===== src/rtl/fir_pkg.sv =====
// Shared definitions for the Lab3 FIR datapath.
// Holds the output-stage FSM encoding, the filter tap count and the default
// widths used by both the address generator and the MAC/output stage.
package fir_pkg;

  localparam int TAP_NUM        = 11;
  localparam int DEF_DATA_WIDTH = 32;
  localparam int DEF_ADDR_WIDTH = 12;
  localparam int DEF_LEN_WIDTH  = 32;
  localparam int DEF_FIFO_DEPTH = 2;

  typedef enum logic [1:0] {
    ST_IDLE = 2'd0,
    ST_RUN  = 2'd1,
    ST_DONE = 2'd2
  } fsm_state_t;

endpackage


===== src/rtl/fir_out_fifo.sv =====
// Synchronous output buffer for finished FIR results.
// Each entry is {last, data}. The head entry is read straight from the
// storage registers, so it stays stable until popped.
// Ports:
//   clk, rst          clock, synchronous active-high reset (pointers/count only)
//   push, push_data,
//   push_last         write one entry (ignored when full unless popping too)
//   pop               remove the head entry (ignored when empty)
//   head_data,
//   head_last         current head entry (undefined while empty)
//   full, empty       occupancy flags
module fir_out_fifo
  import fir_pkg::*;
#(
  parameter int DATA_W = DEF_DATA_WIDTH,
  parameter int DEPTH  = DEF_FIFO_DEPTH
) (
  input  logic              clk,
  input  logic              rst,
  input  logic              push,
  input  logic [DATA_W-1:0] push_data,
  input  logic              push_last,
  input  logic              pop,
  output logic [DATA_W-1:0] head_data,
  output logic              head_last,
  output logic              full,
  output logic              empty
);

  localparam int PTR_W = (DEPTH > 1) ? $clog2(DEPTH) : 1;
  localparam int CNT_W = $clog2(DEPTH + 1);

  logic [DATA_W:0]    mem [DEPTH];
  logic [PTR_W-1:0]   wr_ptr;
  logic [PTR_W-1:0]   rd_ptr;
  logic [CNT_W-1:0]   count;
  logic               do_push;
  logic               do_pop;

  assign do_pop  = pop && !empty;
  // A pop in the same cycle frees the slot, so a full FIFO can still accept.
  assign do_push = push && (!full || do_pop);

  assign full  = (count == CNT_W'(DEPTH));
  assign empty = (count == '0);

  assign {head_last, head_data} = mem[rd_ptr];

  function automatic logic [PTR_W-1:0] ptr_next(input logic [PTR_W-1:0] p);
    return (p == PTR_W'(DEPTH - 1)) ? '0 : p + PTR_W'(1);
  endfunction

  // Storage: data only, no reset
  always_ff @(posedge clk) begin
    if (do_push) begin
      mem[wr_ptr] <= {push_last, push_data};
    end
  end

  // Occupancy control
  always_ff @(posedge clk) begin
    if (rst) begin
      wr_ptr <= '0;
      rd_ptr <= '0;
      count  <= '0;
    end else begin
      if (do_push) begin
        wr_ptr <= ptr_next(wr_ptr);
      end
      if (do_pop) begin
        rd_ptr <= ptr_next(rd_ptr);
      end
      case ({do_push, do_pop})
        2'b10:   count <= count + CNT_W'(1);
        2'b01:   count <= count - CNT_W'(1);
        default: count <= count;
      endcase
    end
  end

endmodule


===== src/rtl/fir_mac_out.sv =====
// MAC and AXI-Stream output stage of the Lab3 FIR datapath.
// Accumulates tap*sample products under the address generator's control,
// buffers finished results in a small FIFO, streams them out and ends the
// run once the output tagged last has been accepted downstream.
// Ports:
//   axis_clk, axis_rst      clock, synchronous active-high reset
//   ap_start, data_length   start pulse and number of outputs in the run
//   mac_reset, mac_EN       clear / accumulate controls from the generator
//   tap_Do, data_Do         signed coefficient and sample words
//   result_ready            push the current accumulator into the FIFO
//   sm_tready/tvalid/tdata/tlast  AXI-Stream master output
//   fifo_full               back-pressure towards the generator
//   ap_idle, ap_done        run status (ap_done is a one-cycle pulse)
//   overflow                sticky: a push was dropped because the FIFO was full
module fir_mac_out
  import fir_pkg::*;
#(
  parameter int pDATA_WIDTH = DEF_DATA_WIDTH,
  parameter int pLEN_WIDTH  = DEF_LEN_WIDTH,
  parameter int pFIFO_DEPTH = DEF_FIFO_DEPTH
) (
  input  logic                   axis_clk,
  input  logic                   axis_rst,
  input  logic                   ap_start,
  input  logic [pLEN_WIDTH-1:0]  data_length,
  input  logic                   mac_reset,
  input  logic                   mac_EN,
  input  logic [pDATA_WIDTH-1:0] tap_Do,
  input  logic [pDATA_WIDTH-1:0] data_Do,
  input  logic                   result_ready,
  input  logic                   sm_tready,
  output logic                   sm_tvalid,
  output logic [pDATA_WIDTH-1:0] sm_tdata,
  output logic                   sm_tlast,
  output logic                   fifo_full,
  output logic                   ap_idle,
  output logic                   ap_done,
  output logic                   overflow
);

  fsm_state_t                    state;
  logic [pLEN_WIDTH-1:0]         len_reg;
  logic [pLEN_WIDTH-1:0]         out_cnt;
  logic [pLEN_WIDTH-1:0]         push_idx;
  logic signed [pDATA_WIDTH-1:0] acc;
  logic signed [pDATA_WIDTH-1:0] product;

  logic                          in_run;
  logic                          pop;
  logic                          push_req;
  logic                          push_ok;
  logic                          push_last;
  logic                          last_hs;
  logic                          fifo_empty;
  logic [pDATA_WIDTH-1:0]        head_data;
  logic                          head_last;

  // Products wrap to the accumulator width; no saturation anywhere.
  function automatic logic signed [pDATA_WIDTH-1:0] wrap_product(
    input logic signed [pDATA_WIDTH-1:0] a,
    input logic signed [pDATA_WIDTH-1:0] b
  );
    logic signed [2*pDATA_WIDTH-1:0] full_p;
    full_p = a * b;
    return full_p[pDATA_WIDTH-1:0];
  endfunction

  assign product = wrap_product($signed(tap_Do), $signed(data_Do));

  assign in_run   = (state == ST_RUN);
  assign pop      = sm_tvalid && sm_tready;
  assign push_req = result_ready && in_run;
  assign push_ok  = push_req && (!fifo_full || pop);
  // A zero-length run never tags an entry, so it can only be left by reset.
  assign push_last = (len_reg != '0) && (push_idx == len_reg - pLEN_WIDTH'(1));
  assign last_hs   = pop && sm_tlast && in_run;

  // Accumulator: the push captures acc before this edge's update
  always_ff @(posedge axis_clk) begin
    if (axis_rst) begin
      acc <= '0;
    end else if (mac_reset) begin
      acc <= '0;
    end else if (mac_EN) begin
      acc <= acc + product;
    end
  end

  // Output buffer
  fir_out_fifo #(
    .DATA_W (pDATA_WIDTH),
    .DEPTH  (pFIFO_DEPTH)
  ) u_fifo (
    .clk       (axis_clk),
    .rst       (axis_rst),
    .push      (push_ok),
    .push_data (acc),
    .push_last (push_last),
    .pop       (pop),
    .head_data (head_data),
    .head_last (head_last),
    .full      (fifo_full),
    .empty     (fifo_empty)
  );

  // Masked while empty so the bus idles at zero rather than stale storage.
  assign sm_tvalid = !fifo_empty;
  assign sm_tdata  = fifo_empty ? '0 : head_data;
  assign sm_tlast  = !fifo_empty && head_last;

  // Run control
  always_ff @(posedge axis_clk) begin
    if (axis_rst) begin
      state    <= ST_IDLE;
      len_reg  <= '0;
      out_cnt  <= '0;
      push_idx <= '0;
      overflow <= 1'b0;
      ap_idle  <= 1'b1;
      ap_done  <= 1'b0;
    end else begin
      if (push_req && !push_ok) begin
        overflow <= 1'b1;
      end
      case (state)
        ST_IDLE: begin
          if (ap_start) begin
            state    <= ST_RUN;
            len_reg  <= data_length;
            out_cnt  <= '0;
            push_idx <= '0;
            ap_idle  <= 1'b0;
          end
        end
        ST_RUN: begin
          if (push_ok) begin
            push_idx <= push_idx + pLEN_WIDTH'(1);
          end
          if (pop) begin
            out_cnt <= out_cnt + pLEN_WIDTH'(1);
          end
          if (last_hs) begin
            state   <= ST_DONE;
            ap_done <= 1'b1;
          end
        end
        ST_DONE: begin
          state   <= ST_IDLE;
          ap_done <= 1'b0;
          ap_idle <= 1'b1;
        end
        default: begin
          state   <= ST_IDLE;
          ap_done <= 1'b0;
          ap_idle <= 1'b1;
        end
      endcase
    end
  end

  // out_cnt has no port of its own; it is kept for hierarchical debug probes.
  logic cnt_unused;
  assign cnt_unused = ^out_cnt;

endmodule


===== config.mk =====
export PLATFORM = sky130hd
export DESIGN_NAME = fir_mac_out
export DESIGN_NICKNAME = d
export VERILOG_FILES = /design/src/rtl/fir_pkg.sv /design/src/rtl/fir_out_fifo.sv /design/src/rtl/fir_mac_out.sv
export SDC_FILE = /design/constraint.sdc
export NUM_CORES = 2
export LEC_CHECK = 0
export ABC_AREA = 1
export BUFFER_PORTS_ARGS = -buffer_cell sky130_fd_sc_hd__buf_2
export CAP_MARGIN = 5
export CORE_MARGIN = 2
export CORE_UTILIZATION = 49
export CTS_BUF_LIST = sky130_fd_sc_hd__clkbuf_16
export DETAILED_ROUTE_END_ITERATION = 10
export PLACE_DENSITY_LB_ADDON = 0.1
export SYNTH_ARGS = -nofsm -noshare
export SYNTH_HDL_FRONTEND = slang
export SYNTH_SLANG_ARGS = --single-unit

===== constraint.sdc =====
create_clock -name axis_clk -period 9.5 [get_ports axis_clk]
set_clock_uncertainty 0.15 [all_clocks]
set_input_delay 0.95 -clock axis_clk [delete_from_list [all_inputs] [get_ports axis_clk]]
set_output_delay 0.95 -clock axis_clk [all_outputs]
set_load 0.05 [all_outputs]

==> flow_summary.toml <==
[floorplanning]
rows = 84
core_mm2 = 0.0524
start_util_pct = 49.4
die_w_um = 234
pin_count = 141
die_h_um = 234
dieArea_mm2 = 0.0548

[final_layout]
synthToLayoutAreaGrowth_pct = 6.63
final_cells = 4130
largest_reg_flops = 66
mostFrequentLayoutCells = "inv_1 (988), nand2_1 (905), fa_1 (438), ha_1 (154), buf_2 (140)"
final_nets = 4123
final_common_cell = "inv_1"
final_layout_size_suffix_gt1_share_pct = 6.28
regMostFlops = "u_fifo.mem"

[timing]
whs_ns = 0.307
fmax_mhz = 134
max_slew_margin_pct = 21.1
fin_setup_tns_ns = 0
hold_viol = 0
grt_setup_unrepaired = "no"
tightest_slew_ns = 1.18
finalMaxSlewViolations = 0
final-setup-viol-count = 0
min_period_over_period_pct = 78.7
min_period_ns = 7.48

[synth]
ys_top_cells_by_area = "fa_1 (34%), inv_1 (14%), nand2_1 (13%)"
syn_area_mm2 = 0.0259
syn-mean-instance-area_um2 = 7.63
syn_nets = 4093
yosysWarnings = 0
synth-edff-count = 66
ys.flop_type = "dfxtp_1"
yosysTopAreaCell = "fa_1"
synth.yosys.seq_area_share_pct = 15.8
synth_top_area_share_pct = 33.8
ys_async_sr_fraction_pct = 0
synth_cell_types = 49
ys_ff_latch = 172
netlist_instances = 3398

[global_routing]
grt_pass1_wl_um = 109000
first_global_vias = 21517
antenna_found_initial = 2
grt_max_degree = 43
grt_usage_pct = 25.6
grt_overflow = 0

[cts]
clk_latency_ns = 0.48
cts_buffers = 17
clk_path_buf_depth = 2
h-tree-depth = 4
post_cts_buffers = 0
cts_hold_buf = 0
cts_tree = "yes"
cts_sinks = 172
path_clk_slew_ns = 0.08
cts-root-buf = "clkbuf_16"
ctsResizeCount = 0

[worst_setup_path]
worstSetupEndpointType = "flop"
required_ns = 9.74
r2r_slack_ns = 2.73
crit_arrival_ns = 7.72
crit_path_start_kind = "input port"
crit_fanout = 33
critical_path_class = "in -> reg"

[routing]
dr.pass1.iters = 5
wl_um = 66000
routedWlPerCell_um = 16.0
route.antenna.remaining_nets = 0
drt-initial-drc-count = 1069
drc = 0
vias = 20540
routed_via_density = 4.97

[place]
numPortBuffers = 140
hpwl_um = 55300
placed_cells = 4097
gp_congestion = 0.899

[worst_hold_path]
hp-class = "reg -> reg"

[job]
max-cap-violations = 0

[outcome]
outcome = "finished clean"
[critical path, cell delays in order]
cell	delay (ns)
buf_2	0.51
nand2_1	0.12
inv_1	0.11
fa_1	0.45
fa_1	0.54
inv_1	0.05
fa_1	0.50
fa_1	0.56
inv_1	0.05
fa_1	0.49
fa_1	0.60
fa_1	0.44
fa_1	0.45
ha_1	0.40
a21o_1	0.22
a21oi_1	0.27
o21ai_0	0.22
a221oi_1	0.40
a21oi_1	0.11
o21ai_0	0.18
inv_1	0.05
[Yosys cell counts (8+ instances only)]
cell / count
inv_1: 988
nand2_1: 905
fa_1: 438
ha_1: 154
a21oi_1: 115
nor2_1: 111
clkbuf_1: 109
dfxtp_1: 106
nand3_1: 81
o21ai_0: 78
edfxtp_1: 66
xor2_1: 51
nor3_1: 25
buf_1: 20
nand4_1: 17
xnor2_1: 17
a31oi_1: 12
nand3b_1: 10
a22o_1: 8
[cells by family (layout without fill, tap and decap cells)]
| group | Yosys count | count (layout) | share of synthesized area (%) |
|---|---|---|---|
| flip-flops | 172 | 172 | 15.8 |
| other | 0 | 1 | 0 |
| adder cells (fa/ha/maj) | 592 | 592 | 41.3 |
| buffers and inverters | 1127 | 1170 | 16.3 |
| XOR/XNOR | 69 | 69 | 2.38 |
| AO/OA/AOI/OAI | 251 | 251 | 5.36 |
| AND/OR/NAND/NOR | 1187 | 1187 | 18.8 |
[area by class of cell]
cell class	count	area [um^2]
fill	5138	24800
clock inverter	15	179
timing repair buffer	145	738
clock buffer	17	425
tap	688	861
sequential	172	4100
inverter	993	3730
antenna	1	2.50
multi-input combinational	2099	17600
[per-layer routing]
metal | GRT usage [%] | up-vias | share of wire, %
li1 | - | 9876 | -
met1 | 31.4 | 10113 | 41
met2 | 45.4 | 430 | 52
met3 | 3.54 | 119 | 4.0
met4 | 10.3 | 2 | 3.8
met5 | 0 | - | 0.020
[through the flow]
step / area, um^2 / utilization, % / setup slack, ns
global route: 27600 / 52.7 / 1.62
detailed placement: 27000 / 51.5 / 1.56
finish: 27600 / 52.7 / 2.02
floorplan: 25900 / - / 2.15
CTS: 27600 / 52.7 / 2.08
global placement: 27000 / 51.5 / 1.61
[final timing paths]
| check | start | endpoint | depth (start not counted) |
|---|---|---|---|
| worst max register to register | acc[25]$_SDFFE_PP0P_ | acc[30]$_SDFFE_PP0P_ | 21 |
| worst min-delay path | acc[4]$_SDFFE_PP0P_ | u_fifo.mem[1][4]$_DFFE_PP_ | 0 |
| worst min register to register | acc[4]$_SDFFE_PP0P_ | u_fifo.mem[1][4]$_DFFE_PP_ | 0 |
| worst max-delay path | data_Do[0] | acc[30]$_SDFFE_PP0P_ | 21 |
Power is not shown: default switching activity piles up to over one toggle a cycle in this logic, so the estimate is an artifact.
